File: config.mk
export PLATFORM = sky130hd
export DESIGN_NAME = inst_fetch
export DESIGN_NICKNAME = d
export VERILOG_FILES = /design/src/rtl/inst_fetch.sv
export SDC_FILE = /design/constraint.sdc
export NUM_CORES = 1
export LEC_CHECK = 0
export ABC_AREA = 0
export BUFFER_PORTS_ARGS = -buffer_cell sky130_fd_sc_hd__buf_4
export CAP_MARGIN = 20
export CORE_MARGIN = 10
export CORE_UTILIZATION = 47
export DETAILED_ROUTE_END_ITERATION = 6
export PLACE_DENSITY = 0.77
export SYNTH_ARGS = -nofsm -noshare
export SYNTH_HDL_FRONTEND = slang
export SYNTH_SLANG_ARGS = --single-unit
File: constraint.sdc
create_clock -name clk -period 1.7 [get_ports clk]
set_input_delay 0.17 -clock clk [delete_from_list [all_inputs] [get_ports clk]]
set_output_delay 0.17 -clock clk [all_outputs]
set_load 0.005 [all_outputs]
File: src/rtl/inst_fetch.sv
// -----------------------------------------------------------------------------
// inst_fetch
//
// Purpose:
//   Instruction fetch unit forming the producer side of the IF/ID pipeline
//   register. It owns the program counter and keeps at most one request in
//   flight to instruction memory. It presents one instruction at a time to
//   if_id, holds it while if_id stalls, and handles redirects from EX.
//   A redirect that arrives while a fetch is in flight kills that fetch, and
//   the stale response is discarded when it returns.
//
// Ports:
//   clk, rst_n          rising-edge clock, asynchronous active-low reset
//   jmp, jmp_addr       redirect request and target from EX
//   if_id_stall         1 = if_id will not take the presented instruction
//   imem_req/imem_addr  one-cycle fetch strobe and fetch address (the PC)
//   imem_rdata/rvalid   returned instruction word and response strobe
//   inst_addr_from_if   PC of the presented instruction
//   inst_from_if        presented instruction (NOP_INST when not valid)
//   inst_valid          presented instruction is real
//   imem_err            one-cycle pulse when a fetch times out
// -----------------------------------------------------------------------------
module inst_fetch #(
  parameter logic [31:0] RESET_PC    = 32'h0000_0000,
  parameter logic [31:0] NOP_INST    = 32'h0000_0013,
  parameter int unsigned TIMEOUT_CYC = 16
) (
  input  logic        clk,
  input  logic        rst_n,
  input  logic        jmp,
  input  logic [31:0] jmp_addr,
  input  logic        if_id_stall,
  output logic        imem_req,
  output logic [31:0] imem_addr,
  input  logic [31:0] imem_rdata,
  input  logic        imem_rvalid,
  output logic [31:0] inst_addr_from_if,
  output logic [31:0] inst_from_if,
  output logic        inst_valid,
  output logic        imem_err
);

  // Timeout counter is at least 5 bits wide, wider if TIMEOUT_CYC needs it.
  localparam int TMO_W = ($clog2(TIMEOUT_CYC) > 5) ? $clog2(TIMEOUT_CYC) : 5;
  localparam logic [TMO_W-1:0] TMO_LAST = TMO_W'(TIMEOUT_CYC - 1);
  localparam logic [TMO_W-1:0] TMO_ONE  = TMO_W'(1);

  typedef enum logic [2:0] {
    S_IDLE,
    S_REQ,
    S_WAIT,
    S_FULL,
    S_FLUSH
  } state_t;

  state_t           state_q, state_d;
  logic [31:0]      pc_q, pc_d;
  logic [31:0]      inst_q, inst_d;
  logic [31:0]      inst_addr_q, inst_addr_d;
  logic             valid_q, valid_d;
  logic             err_q, err_d;
  logic [TMO_W-1:0] tmo_q, tmo_d;

  assign imem_req          = (state_q == S_REQ);
  assign imem_addr         = pc_q;
  assign inst_addr_from_if = inst_addr_q;
  assign inst_from_if      = inst_q;
  assign inst_valid        = valid_q;
  assign imem_err          = err_q;

  // Next-state logic. jmp is tested first in every state so a redirect always
  // wins over a stall or a response arriving on the same edge.
  always_comb begin
    state_d     = state_q;
    pc_d        = pc_q;
    inst_d      = inst_q;
    inst_addr_d = inst_addr_q;
    valid_d     = valid_q;
    err_d       = 1'b0;
    tmo_d       = tmo_q;

    case (state_q)
      S_IDLE: begin
        if (jmp) begin
          pc_d = jmp_addr;
        end
        state_d = S_REQ;
      end

      S_REQ: begin
        // The request goes out this cycle; the wait/flush timer starts fresh.
        tmo_d = '0;
        if (jmp) begin
          pc_d    = jmp_addr;
          state_d = S_FLUSH;
        end else begin
          state_d = S_WAIT;
        end
      end

      S_WAIT: begin
        tmo_d = tmo_q + TMO_ONE;
        if (jmp) begin
          pc_d = jmp_addr;
          // A response on the same edge retires the killed fetch, so there is
          // nothing left to flush.
          if (imem_rvalid) begin
            state_d = S_REQ;
          end else begin
            tmo_d   = '0;
            state_d = S_FLUSH;
          end
        end else if (imem_rvalid) begin
          inst_d      = imem_rdata;
          inst_addr_d = pc_q;
          valid_d     = 1'b1;
          pc_d        = pc_q + 32'd4;
          state_d     = S_FULL;
        end else if (tmo_q >= TMO_LAST) begin
          err_d   = 1'b1;
          state_d = S_REQ;
        end
      end

      S_FULL: begin
        if (jmp) begin
          valid_d = 1'b0;
          inst_d  = NOP_INST;
          pc_d    = jmp_addr;
          state_d = S_REQ;
        end else if (!if_id_stall) begin
          valid_d = 1'b0;
          inst_d  = NOP_INST;
          state_d = S_REQ;
        end
      end

      S_FLUSH: begin
        tmo_d = tmo_q + TMO_ONE;
        if (jmp) begin
          pc_d = jmp_addr;
          if (imem_rvalid) begin
            state_d = S_REQ;
          end
        end else if (imem_rvalid) begin
          state_d = S_REQ;
        end else if (tmo_q >= TMO_LAST) begin
          // >= keeps the timeout reachable even if a late redirect pushed the
          // counter one past the limit.
          err_d   = 1'b1;
          state_d = S_REQ;
        end
      end

      default: begin
        state_d = S_IDLE;
      end
    endcase
  end

  // State and output registers; reset returns everything to the idle values.
  always_ff @(posedge clk or negedge rst_n) begin
    if (!rst_n) begin
      state_q     <= S_IDLE;
      pc_q        <= RESET_PC;
      inst_q      <= NOP_INST;
      inst_addr_q <= 32'h0000_0000;
      valid_q     <= 1'b0;
      err_q       <= 1'b0;
      tmo_q       <= '0;
    end else begin
      state_q     <= state_d;
      pc_q        <= pc_d;
      inst_q      <= inst_d;
      inst_addr_q <= inst_addr_d;
      valid_q     <= valid_d;
      err_q       <= err_d;
      tmo_q       <= tmo_d;
    end
  end

endmodule

==> summary.md <==
| Metric | Value |
|---|---|
| Post-route DRC | `0` |
| Fraction of registers with async set/reset | `100%` |
| Mapped cell area | `5420 um2` |
| Initial antenna violation count | `0` |
| Startpoint Class | `flop` |
| CP arrival | `1.98 ns` |
| GRT overflow | `0` |
| Post-DR vias/cell | `5.78` |
| Syn_area_per_cell | `10.1 um2` |
| Yosys cell types | `61` |
| Final Cycle Share | `103%` |
| Global-route wire length before repair | `28.5 mm` |
| Worst hold margin | `0.0130 ns` |
| Die Area | `16,200 um2` |
| FILL cells | `800` |
| Worst Tran Pin Value | `0.475 ns` |
| Clock Sinks | `106` |
| Final ANT Viol Nets | `0` |
| Number of H-tree branching levels | `3` |
| Kind of critical path | `reg -> reg` |
| Clk Tree Root Cell | `clkbuf_16` |
| Nets | `850` |
| Clock Skew | `0.00462 ns` |
| Routed vias | `5,348` |
| Max-slew violation count | `0` |
| Die H | `127 um` |
| CP required | `1.93 ns` |
| Type of the worst min-delay path | `in -> reg` |
| Fmax | `573 MHz` |
| Starting DRT DRC Count | `503` |
| Final hold vios | `0` |
| Initial core utilization | `47.7%` |
| Register area share after synthesis | `49.0%` |
| Clk_lat worst skew | `0.35 ns` |
| Num CTS Buffers | `9` |
| Synth top area cells | `dfrtp_1, mux2i_1, mux2_2` |
| Top Ports | `168` |
| Failing checks | `negative setup slack` |
| Die X | `127 um` |
| CTS tree | `yes` |
| Slowest stage delay, CP | `0.43 ns` |
| Fin crit period | `1.75 ns` |
| Top delay family on crit path | `simple AND/OR/NAND/NOR gates` |
| Vias in the first global route | `5,480` |
| Max cap viols | `0` |
| Area grow syn2layout | `51.0%` |
| Clock slew at reported path FFs | `0.07 ns` |
| Pin count of the biggest net entering global routing | `44` |
| Final setup fails | `35` |
| Syn Inst Count | `539` |
| Final WS setup | `-0.0457 ns` |
| Final Cell Area | `8190 um2` |
| Detail Placement HPWL | `13.7 mm` |
| Most common library cells after synthesis | `dfrtp_1, nand2_1, inv_1` |
| Antenna cell count | `0` |
| Cell accounting for the most synthesized area | `dfrtp_1` |
| Ratio of total power to cell area | `1760 nW/um2` |
| Wire length per cell | `20.3 um` |
| Status | `complete, but fails checks` |
| Core area | `11,400 um2` |
| RSZ-0062 raised after global routing | `yes` |
| Top-count cell post-synth | `dfrtp_1` |
| Slew headroom | `68.4%` |
| Post-synth EDFFs | `0` |
| CP bufs+invs | `1` |
| Synthesized net count | `611` |
| Worst setup EP type | `flop` |
| CP Max Fanout | `7` |
| Seq cells post-synth | `106` |
| Worst path cell trace | `or3b_4 -> or2_4 -> buf_4 -> nor4_1 -> a211oi_1` |
| Pre-antenna DRT Iters | `5` |
| Top_reg_cell synth | `dfrtp_1` |
| Top-area cell type share of the netlist area | `47.6%` |
| Power, Total | `14,400 uW` |
| FP Rows | `39` |
| Post-DP Area | `7420 um2` |
| WL final | `18.8 mm` |
| PortBufs | `167` |
| Synth warnings | `0` |
| Layout cells sized above 1 | `46.4%` |
| GP Congestion | `0.885` |
| Peak VDD IR | `0.00103 V` |
| Slowest-stage cell, CP | `dfrtp_1` |
| Global Route Usage Sum | `21.5%` |
| Leak | `0.00389 uW` |
| Clk buf depth | `2` |
[final timing paths]
path	startpoint	endpoint	slack, ns	cells past startpoint
setup / recovery	state_q[0]	imem_addr[25]	-0.05	5
hold / removal	jmp_addr[1]	imem_addr[1]	0.01	3
setup reg to reg	state_q[0]	imem_addr[25]	-0.05	5
hold reg to reg	inst_addr_from_if[30]	inst_addr_from_if[30]	0.49	2
max in group asynchronous	rst_n	inst_from_if[4]	0.69	3
min in group asynchronous	rst_n	inst_addr_from_if[18]	0.36	2
[cell families (layout without fill, tap and decap cells)]
logic type / Yosys count / in the layout / synth area share (%)
AO/OA/AOI/OAI: 105 / 105 / 13.5
AND/OR/NAND/NOR: 181 / 181 / 18.2
adder cells (fa/ha/maj): 3 / 3 / 0.693
buffers and inverters: 82 / 326 / 6.51
multiplexers: 61 / 61 / 12.0
flip-flops: 106 / 106 / 49.0
XOR/XNOR: 1 / 1 / 0.162
[layout by cell type, fill, tap and decap left out, types with 5 or more instances in the layout]
cell type	synthesis	layout
buf_4	2	243
dfrtp_1	103	100
nand2_1	55	54
inv_1	42	42
mux2i_1	33	28
mux2_2	27	26
o21ai_0	19	17
a21oi_1	19	17
nor2_1	16	16
nand4_1	16	16
nand3_1	19	16
clkbuf_16	0	11
buf_6	2	11
nor3_1	12	10
buf_12	0	9
or4_1	10	7
nor4_1	13	7
a22oi_1	8	7
and3_1	6	5
nor2b_1	5	5
o21a_1	5	5
a31oi_1	5	5
o31ai_1	6	5
o211ai_1	5	5
o2bb2ai_1	5	5
[sequential cells by signal (all words and copies together) (netlist names)]
signal             flops
imem_addr             32
inst_addr_from_if     32
inst_from_if          32
tmo_q                  5
state_q                3
imem_err               1
inst_valid             1
[through the flow]
step	worst slack, ns	TNS, ns	cells	utilization (%)
floorplan	-0.0456	-0.145	539	-
global placement	-0.256	-1.48	893	65.3
detailed placement	-0.188	-2.58	893	65.3
CTS	-0.0455	-0.186	914	68.8
global route	-0.100	-2.53	926	72.0
finish	-0.0457	-0.486	926	72.0
[per-layer routing]
metal / global-route usage [%] / part of all wire (%) / vias up
met3: 7.86 / 10 / 45
li1: - / - / 2436
met1: 25.6 / 39 / 2587
met4: 9.11 / 2.5 / 0
met5: 0 / 0 / -
met2: 34.3 / 48 / 280
[tightest hold or removal path, stage by stage]
cell and delay (ns):
buf_4 0.08, nand2_1 0.04, nand2_1 0.05
[power breakdown]
part | switching, uW | total [uW] | leakage, uW | internal (uW)
Combinational | 3670 | 7750 | 0.00248 | 4090
Clock | 915 | 2030 | 0.000143 | 1110
Sequential | 854 | 4620 | 0.00127 | 3770
[layout make-up]
type | count | area [um2] | area share, %
multi-input combinational | 351 | 2690 | 32.9
sequential | 106 | 2660 | 32.5
timing repair buffer | 268 | 2210 | 27.0
clock buffer | 14 | 274 | 3.35
tap | 143 | 179 | 2.19
inverter | 42 | 158 | 1.93
clock inverter | 2 | 10.0 | 0.122
[what timing repair did]
item	CTS	global route
pin swaps	7	14
cloned	0	2
endpoints found under the hold margin	30	0
resized for setup	17	57
setup endpoints to repair	47	71
buffers inserted	3	10
hold buffers	2	0
(Power assumes the default switching activity.)
